### src/rtl/mem_handle_responder.sv
// mem_handle_responder
//   Memory-side responder for the mem_handle request interface. Accepts one
//   read, write or flush per handshake, bounds-checks ptr against the client
//   region, services the request on a word-addressed memory port and answers
//   with a one-cycle done pulse. A single-entry write buffer absorbs
//   non-write-through stores.
//
//   Build option: define MEM_HANDLE_WBUF_EN to build the write buffer. Without
//   it every write goes straight to memory, every read goes to memory, flush
//   completes immediately and buf_dirty stays 0.
//
// Ports
//   clock, reset_n                      clock, asynchronous active-low reset
//   region_begin, region_end, ptr       inclusive client region and target address
//   w_en, r_en, flush                   request strobes (exactly one per request)
//   write_through, read_through         buffer-bypass qualifiers
//   data_store                          write data
//   avail                               ready to accept a request (IDLE)
//   done, region_err                    completion pulse and rejection flag
//   data_load                           last read result (held between reads)
//   buf_dirty                           write buffer holds unwritten data
//   mem_req, mem_we, mem_addr, mem_wdata  memory request, held until mem_ready
//   mem_ready, mem_rvalid, mem_rdata    memory handshake and read return
module mem_handle_responder #(
   parameter int ADDR_W = 23,
   parameter int DATA_W = 32
) (
   input  logic              clock,
   input  logic              reset_n,
   input  logic [ADDR_W-1:0] region_begin,
   input  logic [ADDR_W-1:0] region_end,
   input  logic [ADDR_W-1:0] ptr,
   input  logic              w_en,
   input  logic              r_en,
   input  logic              flush,
   input  logic              write_through,
   input  logic              read_through,
   input  logic [DATA_W-1:0] data_store,
   output logic              avail,
   output logic              done,
   output logic              region_err,
   output logic [DATA_W-1:0] data_load,
   output logic              buf_dirty,
   output logic              mem_req,
   output logic              mem_we,
   output logic [ADDR_W-1:0] mem_addr,
   output logic [DATA_W-1:0] mem_wdata,
   input  logic              mem_ready,
   input  logic              mem_rvalid,
   input  logic [DATA_W-1:0] mem_rdata
);

`ifdef MEM_HANDLE_WBUF_EN
   localparam logic WBUF_EN = 1'b1;
`else
   localparam logic WBUF_EN = 1'b0;
`endif

   typedef enum logic [2:0] {IDLE, FLUSH, WRITE, RD_REQ, RD_WAIT, RESP} state_t;
   typedef enum logic [1:0] {OP_READ, OP_WRITE, OP_FLUSH} op_t;

   state_t state, next_state;
   op_t    op_q, op_in;

   logic              wt_q, err_q;
   logic [ADDR_W-1:0] addr_q;
   logic [DATA_W-1:0] wdata_q;
   logic              buf_valid;
   logic [ADDR_W-1:0] buf_addr;
   logic [DATA_W-1:0] buf_data;
   logic [DATA_W-1:0] load_q;

   logic multi, out_of_range, hit, eff_wt;
   logic accept, err_set;
   logic buf_from_in, buf_from_req, buf_inv;
   logic load_from_buf, load_from_mem;

   assign multi        = (r_en & w_en) | (r_en & flush) | (w_en & flush);
   assign out_of_range = (ptr < region_begin) || (ptr > region_end);
   assign hit          = buf_valid && (buf_addr == ptr);
   // Without the buffer every store is forced down the write-through path.
   assign eff_wt       = WBUF_EN ? write_through : 1'b1;
   assign op_in        = flush ? OP_FLUSH : (w_en ? OP_WRITE : OP_READ);

   assign avail      = (state == IDLE);
   assign done       = (state == RESP);
   assign region_err = done & err_q;
   assign data_load  = load_q;
   assign buf_dirty  = buf_valid;

   always_comb begin
      next_state    = state;
      accept        = 1'b0;
      err_set       = 1'b0;
      buf_from_in   = 1'b0;
      buf_from_req  = 1'b0;
      buf_inv       = 1'b0;
      load_from_buf = 1'b0;
      load_from_mem = 1'b0;
      mem_req       = 1'b0;
      mem_we        = 1'b0;
      mem_addr      = '0;
      mem_wdata     = '0;
      unique case (state)
         IDLE: begin
            if (r_en | w_en | flush) begin
               accept = 1'b1;
               if (multi || (!flush && out_of_range)) begin
                  err_set    = 1'b1;
                  next_state = RESP;
               end else if (flush) begin
                  next_state = buf_valid ? FLUSH : RESP;
               end else if (w_en) begin
                  if (!eff_wt) begin
                     if (!buf_valid || hit) begin
                        buf_from_in = 1'b1;
                        next_state  = RESP;
                     end else begin
                        next_state = FLUSH;
                     end
                  end else if (hit) begin
                     // The store supersedes the buffered word, so drop it.
                     buf_inv    = 1'b1;
                     next_state = WRITE;
                  end else begin
                     next_state = buf_valid ? FLUSH : WRITE;
                  end
               end else begin
                  if (hit && !read_through) begin
                     load_from_buf = 1'b1;
                     next_state    = RESP;
                  end else if (hit) begin
                     next_state = FLUSH;
                  end else begin
                     next_state = RD_REQ;
                  end
               end
            end
         end
         FLUSH: begin
            mem_req   = 1'b1;
            mem_we    = 1'b1;
            mem_addr  = buf_addr;
            mem_wdata = buf_data;
            if (mem_ready) begin
               unique case (op_q)
                  OP_READ: begin
                     buf_inv    = 1'b1;
                     next_state = RD_REQ;
                  end
                  OP_WRITE: begin
                     if (wt_q) begin
                        buf_inv    = 1'b1;
                        next_state = WRITE;
                     end else begin
                        // Evicted entry is replaced by the pending store.
                        buf_from_req = 1'b1;
                        next_state   = RESP;
                     end
                  end
                  default: begin
                     buf_inv    = 1'b1;
                     next_state = RESP;
                  end
               endcase
            end
         end
         WRITE: begin
            mem_req   = 1'b1;
            mem_we    = 1'b1;
            mem_addr  = addr_q;
            mem_wdata = wdata_q;
            if (mem_ready) next_state = RESP;
         end
         RD_REQ: begin
            mem_req  = 1'b1;
            mem_addr = addr_q;
            if (mem_ready) next_state = RD_WAIT;
         end
         RD_WAIT: begin
            if (mem_rvalid) begin
               load_from_mem = 1'b1;
               next_state    = RESP;
            end
         end
         RESP:    next_state = IDLE;
         default: next_state = IDLE;
      endcase
   end

   always_ff @(posedge clock or negedge reset_n) begin
      if (!reset_n) begin
         state     <= IDLE;
         op_q      <= OP_READ;
         wt_q      <= 1'b0;
         err_q     <= 1'b0;
         buf_valid <= 1'b0;
         load_q    <= '0;
      end else begin
         state <= next_state;
         if (accept) begin
            op_q  <= op_in;
            wt_q  <= eff_wt;
            err_q <= err_set;
         end
         if (buf_from_in || buf_from_req) buf_valid <= 1'b1;
         else if (buf_inv)                buf_valid <= 1'b0;
         if (load_from_buf)      load_q <= buf_data;
         else if (load_from_mem) load_q <= mem_rdata;
      end
   end

   // Address/data holding registers are qualified by state and buffer valid,
   // so they carry no reset.
   always_ff @(posedge clock) begin
      if (accept) begin
         addr_q  <= ptr;
         wdata_q <= data_store;
      end
      if (buf_from_in) begin
         buf_addr <= ptr;
         buf_data <= data_store;
      end else if (buf_from_req) begin
         buf_addr <= addr_q;
         buf_data <= wdata_q;
      end
   end

endmodule

### config.mk
export PLATFORM = sky130hd
export DESIGN_NAME = mem_handle_responder
export DESIGN_NICKNAME = d
export VERILOG_FILES = /design/src/rtl/mem_handle_responder.sv
export SDC_FILE = /design/constraint.sdc
export NUM_CORES = 1
export LEC_CHECK = 0
export CELL_PAD_IN_SITES_DETAIL_PLACEMENT = 1
export CELL_PAD_IN_SITES_GLOBAL_PLACEMENT = 2
export CORE_MARGIN = 2
export CORE_UTILIZATION = 31
export CTS_BUF_LIST = sky130_fd_sc_hd__clkbuf_8
export DETAILED_ROUTE_END_ITERATION = 16
export PLACE_DENSITY_LB_ADDON = 0.3
export SYNTH_ARGS = -nofsm -noshare
export SYNTH_HDL_FRONTEND = slang
export SYNTH_SLANG_ARGS = --single-unit
### constraint.sdc
create_clock -name clock -period 4.41 [get_ports clock]
set_clock_uncertainty 0.1 [all_clocks]
set_input_delay 0.882 -clock clock [delete_from_list [all_inputs] [get_ports clock]]
set_output_delay 0.882 -clock clock [all_outputs]
set_load 0.01 [all_outputs]
Yosys cells after proc, flatten, opt, wreduce, memory -nomap -nowiden
Index checks and enable logic that the tools add are counted.
Cells by class
  add/sub/neg operators: 0
  multiply operators: 0
  divide/modulo/power cells: 0
  order comparisons: 2
  equal/unequal tests: 12
  shift-type cells: 0
  muxes and demuxes: 52
  bitwise gates (word level): 8
  reductions and logical operators: 15
Operators by type and width (count)
  $mux 32: 2
  $pmux 32 s2: 1
  $pmux 23 s2: 1
  $mux 3: 11
  $mux 1: 30
  $eq 23x23->1: 1
  $gt 23x23->1: 1
  $lt 23x23->1: 1
  $pmux 3 s5: 1
  $mux 2: 4
  $ne 2x2->1 const B: 4
  $eq 3x2->1 const B: 2
  $eq 3x3->1 const B: 2
  $pmux 3 s2: 1
  $reduce_and 5->1: 1
  $and 1x1->1: 4
  $or 1x1->1: 4
  $reduce_bool 2->1: 2
  $reduce_or 2->1: 2
  $eq 3x1->1 const B: 1
  $logic_and 1x1->1: 3
  $logic_not 3->1: 1
  $reduce_or 3->1: 1
  $eq 2x1->1 const B: 1
  5 further kinds: 7
Word-level totals
  flip-flop bits (word level): 150
  bits in latches: 0
  RAM bits: 0
  ROM bits: 0
  output and inout bits: 93
  logic and storage cells: 99
  memories kept: 0

Longest topological paths before layout
Gate-level depths: netlist of run 1.
  word-level depth: 10
  depth in mapped cells: 10
  depth with buffers taken out: 9

Worst setup path before layout of run 1
No wires, ideal clock.
  kind: input to register
  start point: input port region_end[2]
  end point: register load_q[21] (netlist: data_load[21])
  setup time: 0.125 ns
  arrival time: 3.148 ns
  setup slack: 1.037 ns
  stages on the path: 10
  path buffers: 1
  path through: inv_1 ha_1 a21oi_1 a21oi_1 o31a_1 o41a_1 o41ai_2 nor3b_4 buf_6 mux2_2
Between the ends
  word-level cells in the longest chain between the ends: 8
  elaborated cells on any way between the ends: 9
Ends and longest elaborated chain
  start, declared: RTL line 31  | input logic [ADDR_W-1:0] region_end,
  $gt 23x23->1 *: RTL line 79  | assign out_of_range = (ptr < region_begin) || (ptr > region_end);
  $logic_or 1x1->1 *: RTL line 79
  $logic_and 1x1->1 *: RTL line 108  | if (multi || (!flush && out_of_range)) begin
  $logic_or 1x1->1 *: RTL line 108
  $mux 1 *: RTL line 108
  $mux 1 *: RTL line 106  | if (r_en | w_en | flush) begin
  $mux 1 *: RTL line 104  | unique case (state)
  $mux 32 or $reduce_bool 2->1 (tied branches)
  end signal, assigned: RTL line 208  | if (load_from_buf) load_q <= buf_data;
  end signal, assigned: RTL line 209  | else if (load_from_mem) load_q <= mem_rdata;
  end, declared: RTL line 71  | logic [DATA_W-1:0] load_q;
Mark *: on every way between the ends. The rest lies on a longest branch, timed or not.
A chain may end at the register's enable or synchronous reset.

Final worst setup path of run 1
  start point: input port ptr[4]
  end point: register load_q[15] (netlist: data_load[15])
Between the ends
  word-level cells in the longest chain between the ends: 10
  elaborated cells on any way between the ends: 16
Ends and longest elaborated chain
  start, declared: RTL line 32  | input logic [ADDR_W-1:0] ptr,
  parallel branches: the longest is 6 deep, another holds $lt 23x23->1
  $mux 1 *: RTL line 108
  $mux 1 *: RTL line 106
  $mux 1 *: RTL line 104
  $mux 32 or $reduce_bool 2->1 (tied branches)
Every way passes the cells marked *.

==> summary.txt, run 1 <==
Outcome
  – Result of the run: complete, no violations

STA
  – Tightest Pin Transition: 0.988 ns
  – Slew headroom: 0.342
  – Final Max Tran Viols: 0
  – Setup TNS: 0 ns
  – Minimum clock period after layout: 3.75 ns
  – Final period util: 0.851
  – RSZ-0062 raised after global routing: no
  – Final Setup Violations: 0
  – Final Hold Fails: 0
  – Fmax: 267 MHz

Cells and area
  – Layout cell share with drive strength beyond 1: 0.143
  – Commonest non-fill, non-tap cell in the layout: clkdlybuf4s50_1
  – Synthesis-to-finish area growth: 42.2%
  – Diode count: 0
  – Nets: 973
  – Fin cells: 1118
  – Most frequent cells in the layout: clkdlybuf4s50_1, edfxtp_1, mux2_2

Clock tree
  – Worst skew pair latency: 0.45 ns
  – CTS tree: built
  – Hold buffer count at CTS: 0
  – Setup repair bufs after CTS: 0
  – Clock tree buffer depth: 2
  – Clock Sinks: 150
  – CTS Buf Count: 17
  – PostCTS Resize Cnt: 0
  – Root buffer cell: clkbuf_8
  – H-Tree Depth: 4
  – CTS clk-pin slew, worst paths: 0.08 ns

Yosys
  – Asr flop ratio synth: 0.267
  – Number of synthesized flops with an enable pin: 110
  – Top FF cell, synth: edfxtp_1
  – Synth cell types: 46
  – Synth Instances: 545
  – Post-synthesis cell area: 0.00736 sq mm
  – Yosys reg bits: 150
  – Syn avg cell area: 13.5 sq um
  – Post-synthesis sequential area ratio: 0.585
  – Syn Nets: 732
  – Ys Warns: 0

Worst setup path
  – Critical Path Sink Type: flip-flop
  – Critical path's top delay family: compound AO/OA/AOI/OAI gates
  – Max incr delay on CP: 0.61 ns
  – Crit path required time: 4.64 ns
  – Worst-path maximum fanout: 32
  – CP Cell Sequence: clkdlybuf4s50_1 -> ha_1 -> a211oi_2 -> nor2_1 -> o31a_1 -> o41a_1 -> o41ai_2 -> nor3b_4 -> buf_12 -> mux2_2
  – Critical Path Source Type: input pin
  – Buf+Inv Stages, Crit Path: 2
  – CP max-delay cell: clkdlybuf4s50_1
  – Crit Path Class: in -> reg
  – Arr. time, crit path: 3.99 ns

Global route
  – First-pass GRT wire length: 33.3 mm
  – Initial antenna violation count: 0
  – Gr ovfl total: 0
  – Vias in the first global route: 5832
  – Total GRT Usage: 0.178
  – Pin count of the biggest net entering global routing: 60

Power
  – Leakage: 3.99 nW
  – PwrDens: 513 mW/mm^2
  – NetSw: 0.00174 W
  – Clock share of power: 0.181
  – Comb power frac: 0.427
  – Int Pwr: 0.00364 W
  – Worst vdd ir: 0.000167 V
  – Sw frac: 0.323
  – Sequential Power Share: 0.392

Floorplanning
  – Initial Utilization: 0.315
  – Die X: 158 um
  – Die Height: 158 um
  – Top Ports: 235
  – Core area: 0.0234 sq mm
  – Die area: 0.0250 sq mm
  – Site row count: 56

Placement
  – Post-DP HPWL: 16.7 mm
  – GPL Wtd Cong: 0.841
  – Inst Count DP: 1086
  – IO Port Bufs: 233

Route
  – Drt pass-1 iters: 6
  – Number of DRC markers in iteration 0: 288
  – DRC viols: 0
  – Antenna Violating Nets Remaining: 0
  – Via Count: 5400
  – Vias/cell: 4.83
  – Drt total wl: 22.0 mm
  – WL/cell: 19.7 um

Min path
  – Worst Hold Class: reg -> reg

Run
  – Max Cap Viol: 0
-- sequential cells by signal, indices dropped and copies added (netlist names) --
signal and cells:
data_load 32, addr_q 23, op_q 2, wdata_q 32
wt_q 1, buf_addr 23, buf_data 32, state 3
err_q 1, buf_dirty 1
-- metal layers --
metal  vias to the layer above  global-route usage  share of wire
met4                         0              0.0609          0.021
met2                       179               0.306           0.50
li1                       2532                   -              -
met1                      2660               0.214           0.41
met3                        29              0.0495          0.065
met5                         -                   0              0
-- final timing paths --
check | from | to | slack [ns] | cells past startpoint
worst min register to register | wdata_q[2]$_DFFE_PP_ | buf_data[2]$_DFFE_PP_ | 0.35 | 0
worst max-delay path | ptr[4] | data_load[15]$_DFFE_PN0P_ | 0.66 | 10
max in group asynchronous | reset_n | data_load[3]$_DFFE_PN0P_ | 3.10 | 1
worst max register to register | state[2]$_DFFE_PN0P_ | buf_addr[15]$_DFFE_PP_ | 1.43 | 4
min in group asynchronous | reset_n | data_load[14]$_DFFE_PN0P_ | 0.49 | 1
worst min-delay path | wdata_q[2]$_DFFE_PP_ | buf_data[2]$_DFFE_PP_ | 0.35 | 0
-- Yosys cell counts (2+ instances only) --
cell type | n | area, sq um
edfxtp_1 | 110 | 3300
mux2_2 | 62 | 698
a22o_1 | 56 | 490
inv_1 | 49 | 184
ha_1 | 45 | 563
dfrtp_1 | 40 | 1000
a21oi_1 | 27 | 135
xnor2_1 | 24 | 210
clkbuf_1 | 17 | 63.8
nand2_1 | 17 | 63.8
nor2_1 | 13 | 48.8
o21ai_0 | 13 | 65.1
nand4_1 | 12 | 75.1
nand3_1 | 7 | 35.0
nor3_1 | 6 | 30.0
nand2b_1 | 4 | 25.0
a21boi_0 | 3 | 22.5
a21o_1 | 3 | 22.5
buf_6 | 3 | 33.8
nor4_1 | 3 | 18.8
a41oi_1 | 2 | 17.5
and3_1 | 2 | 12.5
mux2_1 | 2 | 22.5
nor2b_1 | 2 | 12.5
o21a_1 | 2 | 15.0
-- stage by stage --
stage	setup slack (ns)	area [sq um]	util	power, W	hold slack, ns
after floorplan	1.04	7360	-	0.00319	0.327
after global placement	0.195	10100	0.432	0.00438	0.332
after detailed placement	0.153	10100	0.432	0.00447	0.338
after CTS	0.639	10500	0.448	0.00546	0.351
after global routing	0.496	10500	0.448	0.00570	0.361
final	0.658	10500	0.448	0.00537	0.349
-- area by class of cell --
cell class / count / area [sq um]
Multi-Input combinational cell: 325 / 2790
Sequential cell: 150 / 4300
Fill cell: 2469 / 12900
Clock inverter: 14 / 111
Tap cell: 319 / 399
Inverter: 49 / 184
Clock buffer: 18 / 248
Timing Repair Buffer: 243 / 2440
-- power by group through the flow --
stage	combinational, W	sequential (W)	clock (W)
2_1_floorplan	0.00105	0.00214	0
3_3_place_gp	0.00228	0.00210	0
3_5_place_dp	0.00233	0.00214	0
4_1_cts	0.00234	0.00211	0.00101
5_1_grt	0.00248	0.00215	0.00107
6_report	0.00230	0.00210	0.000975
-- cells by family (layout without fill, tap and decap cells) --
group                    count (synthesis)  after routing  share of synthesized area
adder cells (fa/ha/maj)                 45             45                     0.0765
AND/OR/NAND/NOR                         74             74                     0.0537
XOR/XNOR                                24             24                     0.0285
buffers and inverters                   70            324                     0.0387
multiplexers                            64             64                     0.0979
flip-flops                             150            150                      0.585
AO/OA/AOI/OAI                          118            118                      0.120
Note: power is estimated with default switching activity, not from simulation.
==> run 2, diff against run 1 <==
GPL_TIMING_DRIVEN = 0   (was default)
SETUP_SLACK_MARGIN = 0.3   (was default)
==> summary.txt, run 2 (synthesized netlist as in run 1, its figures left out) <==
Route
  – Number of DRC markers in iteration 0: 250 (-13%)
  – DRC viols: 0 (unchanged)
  – Drt pass-1 iters: 4 (-2)
  – Vias/cell: 4.85 (+0.45%)
  – Drt total wl: 22.5 mm (+2.2%)
  – Antenna Violating Nets Remaining: 0 (unchanged)
  – Via Count: 5497 (+1.8%)
  – WL/cell: 19.9 um (+0.90%)

Cells and area
  – Register Area: 0.00430 sq mm (unchanged)
  – Final design utilization: 0.454 (+0.00604)
  – Filler instances: 2472 (+0.12%)
  – Nets: 988 (+1.5%)
  – Commonest non-fill, non-tap cell in the layout: clkdlybuf4s50_1
  – Layout cell share with drive strength beyond 1: 0.146 (+0.00351)
  – Most frequent cells in the layout: clkdlybuf4s50_1, edfxtp_1, mux2_2
  – Diode count: 0 (unchanged)
  – Synthesis-to-finish area growth: 44.2%
  – Multi-input gate area: 0.00281 sq mm (+0.67%)

Clock tree
  – Worst skew pair latency: 0.45 ns (about the same)
  – Clock tree buffer depth: 2 (unchanged)
  – Hold buffer count at CTS: 0 (unchanged)
  – CTS Buf Count: 17 (unchanged)
  – CTS clk-pin slew, worst paths: 0.09 ns (about the same)
  – H-Tree Depth: 4 (unchanged)
  – Root buffer cell: clkbuf_8
  – CTS tree: built
  – Clock Sinks: 150 (unchanged)

Worst setup path
  – Reg-to-Reg Start: state[1]$_DFFE_PN0P_
  – Worst R2R Path Depth: 9 (+5)
  – Reg2Reg Setup Slack: 1.56 ns (+0.13 ns)
  – CP Cell Sequence: clkdlybuf4s50_1 -> ha_1 -> a211oi_2 -> nor2_1 -> o31a_1 -> o41a_1 -> o41ai_2 -> nor3b_4 -> buf_12 -> buf_6 -> mux2_2
  – CP Capture Point: data_load[26]$_DFFE_PN0P_
  – Worst-path maximum fanout: 10 (-69%)
  – Crit Path Class: in -> reg
  – WP depth: 11 (+1)
  – Buf+Inv Stages, Crit Path: 3 (+1)
  – Critical path's top delay family: compound AO/OA/AOI/OAI gates
  – RR Endpoint: data_load[26]$_DFFE_PN0P_
  – Arr. time, crit path: 4.10 ns (+0.11 ns)
  – Critical Path Sink Type: flip-flop
  – Crit path required time: 4.64 ns (about the same)
  – Critical Path Source Type: input pin
  – Beginning of the critical path: ptr[4]
  – Max incr delay on CP: 0.60 ns (about the same)
  – CP max-delay cell: clkdlybuf4s50_1

Placement
  – Post-DP HPWL: 17.8 mm (+6.9%)
  – GPL Wtd Cong: 0.856 (+1.7%)
  – IO Port Bufs: 233 (unchanged)

STA
  – Min Hold Slack: 0.153 ns (-0.196 ns)
  – Final Max Tran Viols: 0 (unchanged)
  – Final period util: 0.878 (+0.0270)
  – Minimum clock period after layout: 3.87 ns (+0.119 ns)
  – Tightest Pin Transition: 0.730 ns (-0.258 ns)
  – RSZ-0062 raised after global routing: no
  – Slew headroom: 0.513 (+0.172)
  – Final Hold Fails: 0 (unchanged)
  – Final Setup Violations: 0 (unchanged)
  – Fmax: 258 MHz (-3.1%)

Global route
  – Gr ovfl total: 0 (unchanged)
  – Pin count of the biggest net entering global routing: 36 (-40%)
  – Total GRT Usage: 0.184 (+0.00646)
  – Initial antenna violation count: 0 (unchanged)
  – Vias in the first global route: 6025 (+3.3%)
  – First-pass GRT wire length: 34.5 mm (+3.4%)

Floorplanning
  – Die X: 158 um (unchanged)
  – Top Ports: 235 (unchanged)
  – Die Height: 158 um (unchanged)
  – Site row count: 56 (unchanged)
  – Die area: 0.0250 sq mm (unchanged)
  – Core area: 0.0234 sq mm (unchanged)
  – Initial Utilization: 0.315 (unchanged)

Outcome
  – Result of the run: complete, no violations

Min path
  – Worst Hold Class: in -> async

Power
  – Leakage: 4.04 nW (+1.4%)
  – PwrDens: 522 mW/mm^2 (+1.8%)
  – Worst vdd ir: 0.000189 V (+13%)

Run
  – Max Cap Viol: 0 (unchanged)
-- run 2: cell types whose count changed in the layout (fill, tap and decap cells not counted), sizes merged --
cell / previous run / this run
clkinvlp: 1 / 3
buf: 11 / 9
clkinv: 10 / 6
bufinv: 1 / 3
inv: 51 / 52
clkbuf: 18 / 34
-- run 2: per-layer routing --
| metal | wire length (um) | track usage |
|---|---|---|
| met1 | 9530 | 0.229 |
| met2 | 11300 | 0.318 |
| met3 | 1350 | 0.0452 |
| met4 | 304 | 0.0545 |
| met5 | 0 | 0 |
-- run 2: worst min path at each step --
stage / to / depth (start not counted) / slack (ns) / start
2_1_floorplan: buf_addr[0]$_DFFE_PP_ / 0 / 0.33 / addr_q[0]$_DFFE_PP_
3_3_place_gp: buf_addr[3]$_DFFE_PP_ / 0 / 0.33 / addr_q[3]$_DFFE_PP_
5_1_grt: data_load[14]$_DFFE_PN0P_ / 1 / 0.13 / reset_n
4_1_cts: data_load[10]$_DFFE_PN0P_ / 1 / 0.13 / reset_n
3_5_place_dp: buf_addr[14]$_DFFE_PP_ / 0 / 0.34 / addr_q[14]$_DFFE_PP_
6_report: data_load[10]$_DFFE_PN0P_ / 1 / 0.15 / reset_n
-- run 2: power by group --
group	switching (W)	leakage (nW)	internal, W	total [W]
clock network	0.000533	0.202	0.000553	0.00109
logic	0.00109	2.36	0.00129	0.00238
registers	0.000169	1.48	0.00191	0.00208
-- run 2: per-stage QoR --
| step | setup slack, ns | TNS [ns] | std cells | power, W | area (sq um) |
|---|---|---|---|---|---|
| CTS | 0.303 | 0 | 1132 | 0.00561 | 10600 |
| global route | 0.366 | 0 | 1133 | 0.00586 | 10600 |
| floorplan | 1.04 | 0 | 545 | 0.00319 | 7360 |
| finish | 0.539 | 0 | 1133 | 0.00554 | 10600 |
| detailed placement | -0.465 | -14.02 | 1100 | 0.00450 | 10200 |
| global placement | -0.391 | -30.45 | 1097 | 0.00440 | 10100 |
-- run 2: layout make-up --
type,instances,share of cell area
plain buffers,21,0.0108
repair buffers,237,0.227
multi-input cells,325,0.264
inverters,49,0.0173
clock buffers,17,0.0220
clock inverters,15,0.0156
well taps,319,0.0376
flip-flops and latches,150,0.405
-- run 2: what timing repair did --
action,CTS,global route
setup buffers,0,1
setup endpoints to repair,88,55
gates resized for setup,7,18
hold endpoints to repair,0,0
==> run 3, diff against run 2 <==
CORE_UTILIZATION = 34   (was 31)
CTS_CLUSTER_DIAMETER = 50   (was default)
clock period = 5 ns   (was 4.41 ns; I/O delays follow)
==> summary.txt, run 3 (synthesized netlist as in run 1, its figures left out) <==
Cells and area
  – Post-layout instance area: 0.0105 sq mm (-1.5%)
  – Filler instances: 2184 (-12%)
  – Most frequent cells in the layout: clkdlybuf4s50_1, edfxtp_1, mux2_2
  – Nets: 986 (-0.20%)
  – Layout cell share with drive strength beyond 1: 0.129 (-0.0169)
  – Synthesis-to-finish area growth: 42.0%
  – Commonest non-fill, non-tap cell in the layout: clkdlybuf4s50_1

STA
  – Final Hold Fails: 0 (unchanged)
  – RSZ-0062 raised after global routing: no
  – Fmax: 224 MHz
  – Final period util: 0.893
  – Final Max Tran Viols: 0 (unchanged)
  – Slew headroom: 0.422 (-0.0914)
  – Tightest Pin Transition: 0.867 ns (+0.137 ns)
  – Minimum clock period after layout: 4.46 ns
  – Setup TNS: 0 ns (unchanged)
  – Final Setup Violations: 0 (unchanged)

Worst setup path
  – Crit path required time: 3.90 ns (-0.74 ns)
  – Critical Path Source Type: flip-flop
  – Crit Path Class: reg -> out
  – Arr. time, crit path: 3.36 ns (-0.74 ns)
  – Critical Path Sink Type: output port
  – Worst-path maximum fanout: 10 (unchanged)

Global route
  – First-pass GRT wire length: 33.7 mm (-2.2%)
  – Initial antenna violation count: 2 (+2)
  – Gr ovfl total: 0 (unchanged)
  – Pin count of the biggest net entering global routing: 56 (+56%)
  – Vias in the first global route: 6056 (+0.51%)
  – Total GRT Usage: 0.198 (+0.0130)

Power
  – Leakage: 3.98 nW (-1.5%)
  – PwrDens: 459 mW/mm^2 (-12%)
  – Worst vdd ir: 0.000182 V (-3.6%)
  – Pwr Total: 0.00479 W (-13%)

Route
  – Via Count: 5470 (-0.49%)
  – Drt pass-1 iters: 5 (+1)
  – WL/cell: 20.2 um (+1.9%)
  – DRC viols: 0 (unchanged)
  – Number of DRC markers in iteration 0: 232 (-7.2%)
  – Drt total wl: 22.0 mm (-2.0%)
  – Vias/cell: 5.02 (+3.5%)
  – Antenna Violating Nets Remaining: 0 (unchanged)

Run
  – Max Cap Viol: 0 (unchanged)

Clock tree
  – CTS tree: built
  – H-Tree Depth: 4 (unchanged)
  – PostCTS Resize Cnt: 0 (-7)
  – Root buffer cell: clkbuf_8
  – Clock Sinks: 150 (unchanged)
  – Clock tree buffer depth: 2 (unchanged)
  – CTS Buf Count: 17 (unchanged)
  – CTS clk-pin slew, worst paths: 0.08 ns (about the same)
  – Setup repair bufs after CTS: 0 (unchanged)
  – Hold buffer count at CTS: 0 (unchanged)
  – Worst skew pair latency: 0.45 ns (about the same)

Floorplanning
  – Die area: 0.0228 sq mm (-8.6%)
  – Site row count: 53 (-5.4%)
  – Die Height: 151 um (-4.4%)
  – Die X: 151 um (-4.4%)
  – Core area: 0.0212 sq mm (-9.6%)
  – Top Ports: 235 (unchanged)
  – Initial Utilization: 0.348 (+0.0334)

Placement
  – Cell Area, Placed: 0.0101 sq mm (-0.73%)
  – GPL Wtd Cong: 0.848 (-0.96%)
  – Post-DP HPWL: 17.2 mm (-3.6%)
  – IO Port Bufs: 233 (unchanged)

Outcome
  – Result of the run: complete, no violations

Min path
  – Worst Hold Class: in -> async
-- run 3: through the flow --
step,hold slack [ns],worst slack (ns),utilization,std cells
2_1_floorplan,0.327,1.51,-,545
3_3_place_gp,0.331,0.282,0.475,1053
3_5_place_dp,0.337,0.150,0.476,1055
4_1_cts,0.321,0.315,0.494,1087
5_1_grt,0.340,0.301,0.494,1088
6_report,0.350,0.537,0.494,1089
-- run 3: layout make-up --
| type | count | area (sq um) | area share |
|---|---|---|---|
| Timing Repair Buffer | 235 | 2370 | 0.226 |
| Clock buffer | 17 | 234 | 0.0224 |
| Antenna cell | 2 | 5.00 | 0.000479 |
| Inverter | 49 | 184 | 0.0176 |
| Tap cell | 275 | 344 | 0.0329 |
| Multi-Input combinational cell | 325 | 2780 | 0.265 |
| Clock inverter | 15 | 140 | 0.0134 |
| Sequential cell | 150 | 4300 | 0.412 |
| Buffer | 21 | 103 | 0.00981 |
-- run 3: path summary, 6_finish.rpt --
kind | start | end | slack, ns | depth (start not counted)
worst max-delay path | state[0]$_DFFE_PN0P_ | mem_addr[14] | 0.54 | 7
worst min-delay path | reset_n | data_load[17]$_DFFE_PN0P_ | 0.35 | 1
worst max register to register | state[0]$_DFFE_PN0P_ | buf_data[10]$_DFFE_PP_ | 2.01 | 5
worst min register to register | addr_q[17]$_DFFE_PP_ | buf_addr[17]$_DFFE_PP_ | 0.35 | 0
max in group asynchronous | reset_n | state[2]$_DFFE_PN0P_ | 3.95 | 2
min in group clock | addr_q[17]$_DFFE_PP_ | buf_addr[17]$_DFFE_PP_ | 0.35 | 0
-- run 3: critical path, cell delays in order, from the launching register on --
cell	delay, ns
dfrtp_1	0.32
clkbuf_1	0.30
inv_1	0.16
nor3_1	0.45
clkbuf_2	0.39
buf_1	0.46
a22o_1	0.23
clkdlybuf4s50_1	0.60
-- run 3: power by group --
part / internal (W) / total [W] / switching (W)
clock network: 0.000436 / 0.000901 / 0.000464
logic: 0.00113 / 0.00207 / 0.000940
registers: 0.00168 / 0.00183 / 0.000144
total: 0.00325 / 0.00479 / 0.00155
-- run 3: per-layer routing --
metal | global-route usage | up-vias | wire, um
li1 | - | 2568 | -
met1 | 0.236 | 2675 | 9030
met2 | 0.348 | 189 | 11200
met3 | 0.0461 | 38 | 1350
met4 | 0.0706 | 0 | 506
met5 | 0 | - | 0
==> edit 1 (flow settings as in run 2) <==
The localparam `WBUF_EN` goes from 1'b0 to 1'b1.
--- a/src/rtl/mem_handle_responder.sv
+++ b/src/rtl/mem_handle_responder.sv
@@ -53,7 +53,7 @@
 `ifdef MEM_HANDLE_WBUF_EN
    localparam logic WBUF_EN = 1'b1;
 `else
-   localparam logic WBUF_EN = 1'b0;
+   localparam logic WBUF_EN = 1'b1;
 `endif
 
    typedef enum logic [2:0] {IDLE, FLUSH, WRITE, RD_REQ, RD_WAIT, RESP} state_t;
Behaviour: not the same (a bounded check fails within 4 cycles, from zero or initial values and one cycle with reset_n low).
==> edit 1 against run 2 <==
- final cell count up 9.3%
- sequential cell count unchanged
- highest routed layer unchanged
- cell area up 9.2%
- via count up 10%
- sequential power up 2%
- critical path depth up 4
- register-to-register slack worse by 0.41 ns
- wire length up 12%
- synthesized area up 10%
- worst hold slack better by 0.11 ns
- total power down 0.22%
- first-iteration DRC count down 12%
- synthesized cell count up 14%
- worst setup slack worse by 0.12 ns
==> edit 1: results (changes against run 2) <==
| Metric | Value |
|---|---|
| Status | completed |
| Share of cells above drive strength 1 | 18.1% (+3.4 points) |
| Largest net degree at the start of global routing | 27 (-25%) |
| Placement-stage cell area | 0.0109 mm^2 (+7.6%) |
| Total placed cells including tap cells | 1194 (+8.5%) |
| P_comb | 0.00222 W (-7%) |
| Post-synthesis adder-cell area fraction | 6.95% (-0.70 points) |
| Vias | 6053 (+10%) |
| Gpl congestion | 0.784 (-8.4%) |
| GRT Overall Usage | 18.5% (about the same) |
| Compound-cell area share of the yosys netlist | 10.8% (-1.3 points) |
| Slowest stage delay, CP | 0.45 ns (-0.15 ns) |
| Max rail drop VDD | 0.000228 V (+21%) |
| Synthesized area per cell | 13.0 um^2 (-3.8%) |
| Syn_nets | 810 (+11%) |
| Post-CTS Repair Setup Buffers | 5 (+5) |
| Total sequential power | 0.00212 W (+2%) |
| Wire length of the first global-routing pass | 38900 um (+13%) |
| Final #Nets | 1077 (+9.0%) |
| WL/cell | 20.4 um (+2.7%) |
| Unique masters post-synth | 50 (+8.7%) |
| Slew @ Worst Pin | 0.648 ns (-0.0823 ns) |
| Sequential area share after synthesis | 53.1% (-5.3 points) |
| Mux cell area share after synthesis | 16.7% (+6.9 points) |
| DR pass1 iterations | 7 (+3) |
| Vias in the first global route | 6555 (+8.8%) |
| Logic pwr share | 40.2% (-2.7 points) |
| Post-CTS resize count | 16 (+9) |
| Hpwl dp | 19100 um (+7.2%) |
| LEAKAGE | 4.44 nW (+9.8%) |
| Pre-CTS setup slack | -1.54 ns (-1.08 ns) |
| Max Fanout on Critical Path | 13 (+3) |
| 1st-iter DRT viols | 219 (-12%) |
| Top cells by area, synth | edfxtp_1, mux2_2, dfrtp_1 |
==> edit 1: cell types whose count changed in the layout (fill, tap and decap cells not counted), moves of 8 or more <==
| cell | change |
|---|---|
| mux2_2 | +30 |
| mux2_1 | +26 |
| buf_4 | +13 |
| clkdlybuf4s50_1 | -11 |
| clkbuf_1 | +10 |
| dlymetal6s2s_1 | +8 |
==> edit 1: final cells by class <==
| class | instances | area [um^2] |
|---|---|---|
| plain buffers | 28 | 154 |
| clock buffers | 17 | 234 |
| clock inverters | 15 | 203 |
| fillers | 2737 | 14200 |
| inverters | 52 | 195 |
| multi-input cells | 396 | 3600 |
| flip-flops and latches | 150 | 4300 |
| well taps | 335 | 419 |
| repair buffers | 245 | 2480 |
==> edit 1: per-layer routing <==
| layer | wire [um] | part of all wire, % | global-route usage (%) | vias to the layer above |
|---|---|---|---|---|
| met5 | 0 | 0 | 0 | - |
| met4 | 268 | 1.1 | 4.46 | 0 |
| met3 | 1560 | 6.2 | 5.14 | 17 |
| met2 | 12200 | 48 | 31.4 | 209 |
| met1 | 11200 | 44 | 23.3 | 2934 |
| li1 | - | - | - | 2893 |
==> edit 1: final timing paths <==
| path | slack (ns) | to | depth (start not counted) | start |
|---|---|---|---|---|
| max | 0.42 | buf_data[10]$_DFFE_PP_ | 15 | region_begin[22] |
| min | 0.26 | data_load[24]$_DFFE_PN0P_ | 1 | reset_n |
| min in group clock | 0.42 | data_load[16]$_DFFE_PN0P_ | 1 | buf_data[16]$_DFFE_PP_ |
| max in group asynchronous | 3.45 | data_load[30]$_DFFE_PN0P_ | 2 | reset_n |
| max reg2reg | 1.15 | data_load[4]$_DFFE_PN0P_ | 8 | buf_addr[10]$_DFFE_PP_ |
| min reg2reg | 0.42 | data_load[16]$_DFFE_PN0P_ | 1 | buf_data[16]$_DFFE_PP_ |
==> edit 2 (config.mk and constraints of run 2) <==
Made on the original files. Register the output `region_err`, with the module's reset; this adds one clock of latency there. The other outputs are not delayed to match.
--- a/src/rtl/mem_handle_responder.sv
+++ b/src/rtl/mem_handle_responder.sv
@@ -84,7 +84,13 @@
 
    assign avail      = (state == IDLE);
    assign done       = (state == RESP);
-   assign region_err = done & err_q;
+   always_ff @(posedge clock or negedge reset_n) begin
+      if (!reset_n) begin
+         region_err <= '0;
+      end else begin
+         region_err <= done & err_q;
+      end
+   end
    assign data_load  = load_q;
    assign buf_dirty  = buf_valid;
 
Function: changed (a bounded check fails within 4 cycles, from zero or initial values and one cycle with reset_n low).
==> edit 2 against run 2 <==
- synthesized area is 0.44% higher
- sequential cell count is 1 higher
- count of clock-buffer cells in the layout is 2 higher
- global-route usage is 0.74 points lower
- wire length is 3.4% lower
- worst setup slack worse by 0.015 ns
- cell area hardly changed
- total power is 1.2% higher
- critical path type unchanged
- largest cell class unchanged
- highest routed layer unchanged
==> edit 2: results (changes against run 2) <==
| Metric | Value |
|---|---|
| Status | completed |
| CTS buffer count | 17 (unchanged) |
| Crit path max-delay family | compound AO/OA/AOI/OAI gates |
| DR pass1 iterations | 4 (unchanged) |
| Max Fanout on Critical Path | 10 (unchanged) |
| Sequential area share after synthesis | 58.5% (+0.081 points) |
| Slowest CP cell | clkdlybuf4s50_1 |
| Met1 Usage GRT | 20.8% (-2.1 points) |
| Reg-to-reg slack, setup | 1.59 ns (+0.03 ns) |
| Syn_nets | 737 (+0.68%) |
| Max rail drop VDD | 0.000203 V (+7.8%) |
| Largest net degree at the start of global routing | 38 (+5.6%) |
| Clock tree root driver cell | clkbuf_8 |
| GRT Overall Usage | 17.7% (-0.74 points) |
| Unique masters post-synth | 47 (+2.2%) |
| Vias in the first global route | 6029 (+0.066%) |
| Fin worst setup slack | 0.524 ns (-0.0151 ns) |
| Hpwl dp | 17600 um (-1.2%) |
| Clk_lat worst skew | 0.45 ns (about the same) |
| Pre-CTS setup slack | -0.0342 ns (+0.431 ns) |
| Yosys warns | 0 (unchanged) |
| Slew @ Worst Pin | 0.686 ns (-0.0436 ns) |
| Global-route met2 utilization | 31.0% (-0.81 points) |
| Post-Route WL | 21700 um (-3.4%) |
| 1st-iter DRT viols | 257 (+2.8%) |
| Fill cells | 2453 (-0.77%) |
| Async S/R FF share, synth | 27.2% (+0.49 points) |
| Gpl congestion | 0.875 (+2.3%) |
| Slowest stage delay, CP | 0.58 ns (-0.02 ns) |
| Number of flops mapped to enable cells by yosys | 110 (unchanged) |
| Wire length of the first global-routing pass | 33300 um (-3.3%) |
| LEAKAGE | 4.05 nW (+0.19%) |
| Max Root-Sink Buffers | 2 (unchanged) |
| CTS clk-pin slew, worst paths | 0.09 ns (about the same) |
| Final #Nets | 994 (+0.61%) |
| Crit path DAT | 4.12 ns (+0.02 ns) |
| PortBufs | 233 (unchanged) |
| Final setup viols | 0 (unchanged) |
| Top cells by area, synth | edfxtp_1, dfrtp_1, mux2_2 |
| # H-tree levels | 4 (unchanged) |
| Worst hold path class | primary input to async pin |
| Share of cells above drive strength 1 | 14.8% (+0.14 points) |
| GRT met3 Usage | 5.33% (+0.82 points) |
| Post-synth top cells | edfxtp_1, mux2_2, a22o_1, inv_1, ha_1 |
| Avg Vias per Cell | 4.74 (-2.2%) |
| Hold_ws | 0.251 ns (+0.0981 ns) |
| Initial antenna violation count | 0 (unchanged) |
[edit 2: changes by cell type in the layout (fill, tap and decap cells not counted), moves of 3 or more]
cell       delta
o21ai_0       +3
o211ai_1      +3
nand3_1       +4
a21oi_1       -6
xnor2_1      -16
bufinv_16     -3
a21boi_0      -3
xor2_1       +15
inv_1         +3
a21o_1        -3
[edit 2: final timing paths]
| check | depth (start not counted) | from | endpoint |
|---|---|---|---|
| worst max-delay path | 10 | ptr[14] | data_load[29]$_DFFE_PN0P_ |
| worst max register to register | 8 | buf_addr[0]$_DFFE_PP_ | data_load[29]$_DFFE_PN0P_ |
| worst min-delay path | 1 | reset_n | data_load[8]$_DFFE_PN0P_ |
| worst min register to register | 0 | addr_q[0]$_DFFE_PP_ | buf_addr[0]$_DFFE_PP_ |
| max in group asynchronous | 2 | reset_n | data_load[29]$_DFFE_PN0P_ |
| min in group clock | 0 | addr_q[0]$_DFFE_PP_ | buf_addr[0]$_DFFE_PP_ |
[edit 2: cells by family after synthesis]
kind of cell	share of synthesized area, %
DFF	58.5
AOI/OAI and AO/OA	11.2
and+or+nand+nor	6.04
buffers and inverters	4.03
muxes	9.90
adders and majority gates	7.61
xor gates and xnor gates	2.72
[edit 2: repair_timing]
item | CTS | global route
gates cloned | 0 | 0
endpoints found under the setup margin | 40 | 24
gates resized for setup | 5 | 9
buffers inserted | 0 | 0
[edit 2: area by class of cell]
cell class,count,share of cell area [%]
Clock buffer,19,2.47
Multi-Input combinational cell,326,26.2
Antenna cell,1,0.0236
Timing Repair Buffer,238,23.0
Tap cell,319,3.76
Buffer,21,1.09
Clock inverter,13,0.779
Sequential cell,151,40.8
Inverter,52,1.84
[edit 2: routing by layer]
layer / wire [um] / share of wire (%) / vias up
li1: - / - / 2588
met1: 8940 / 41 / 2620
met2: 10900 / 50 / 178
met3: 1490 / 6.9 / 22
met4: 405 / 1.9 / 0
met5: 0 / 0 / -
[edit 2: per-stage QoR]
step | instances | utilization, % | cell area [um^2] | setup TNS [ns]
floorplan | 550 | - | 7400 | 0
global placement | 1102 | 43.2 | 10100 | -68.03
detailed placement | 1107 | 43.6 | 10200 | -0.665
CTS | 1139 | 45.1 | 10600 | 0
global route | 1139 | 45.2 | 10600 | 0
finish | 1140 | 45.2 | 10600 | 0
[edit 2: where the power goes]
part           internal [W]  switching [W]  leakage [nW]
sequential          0.00196       0.000174          1.50
clock              0.000413       0.000528         0.181
combinational       0.00138        0.00115          2.37
total               0.00375        0.00185          4.05
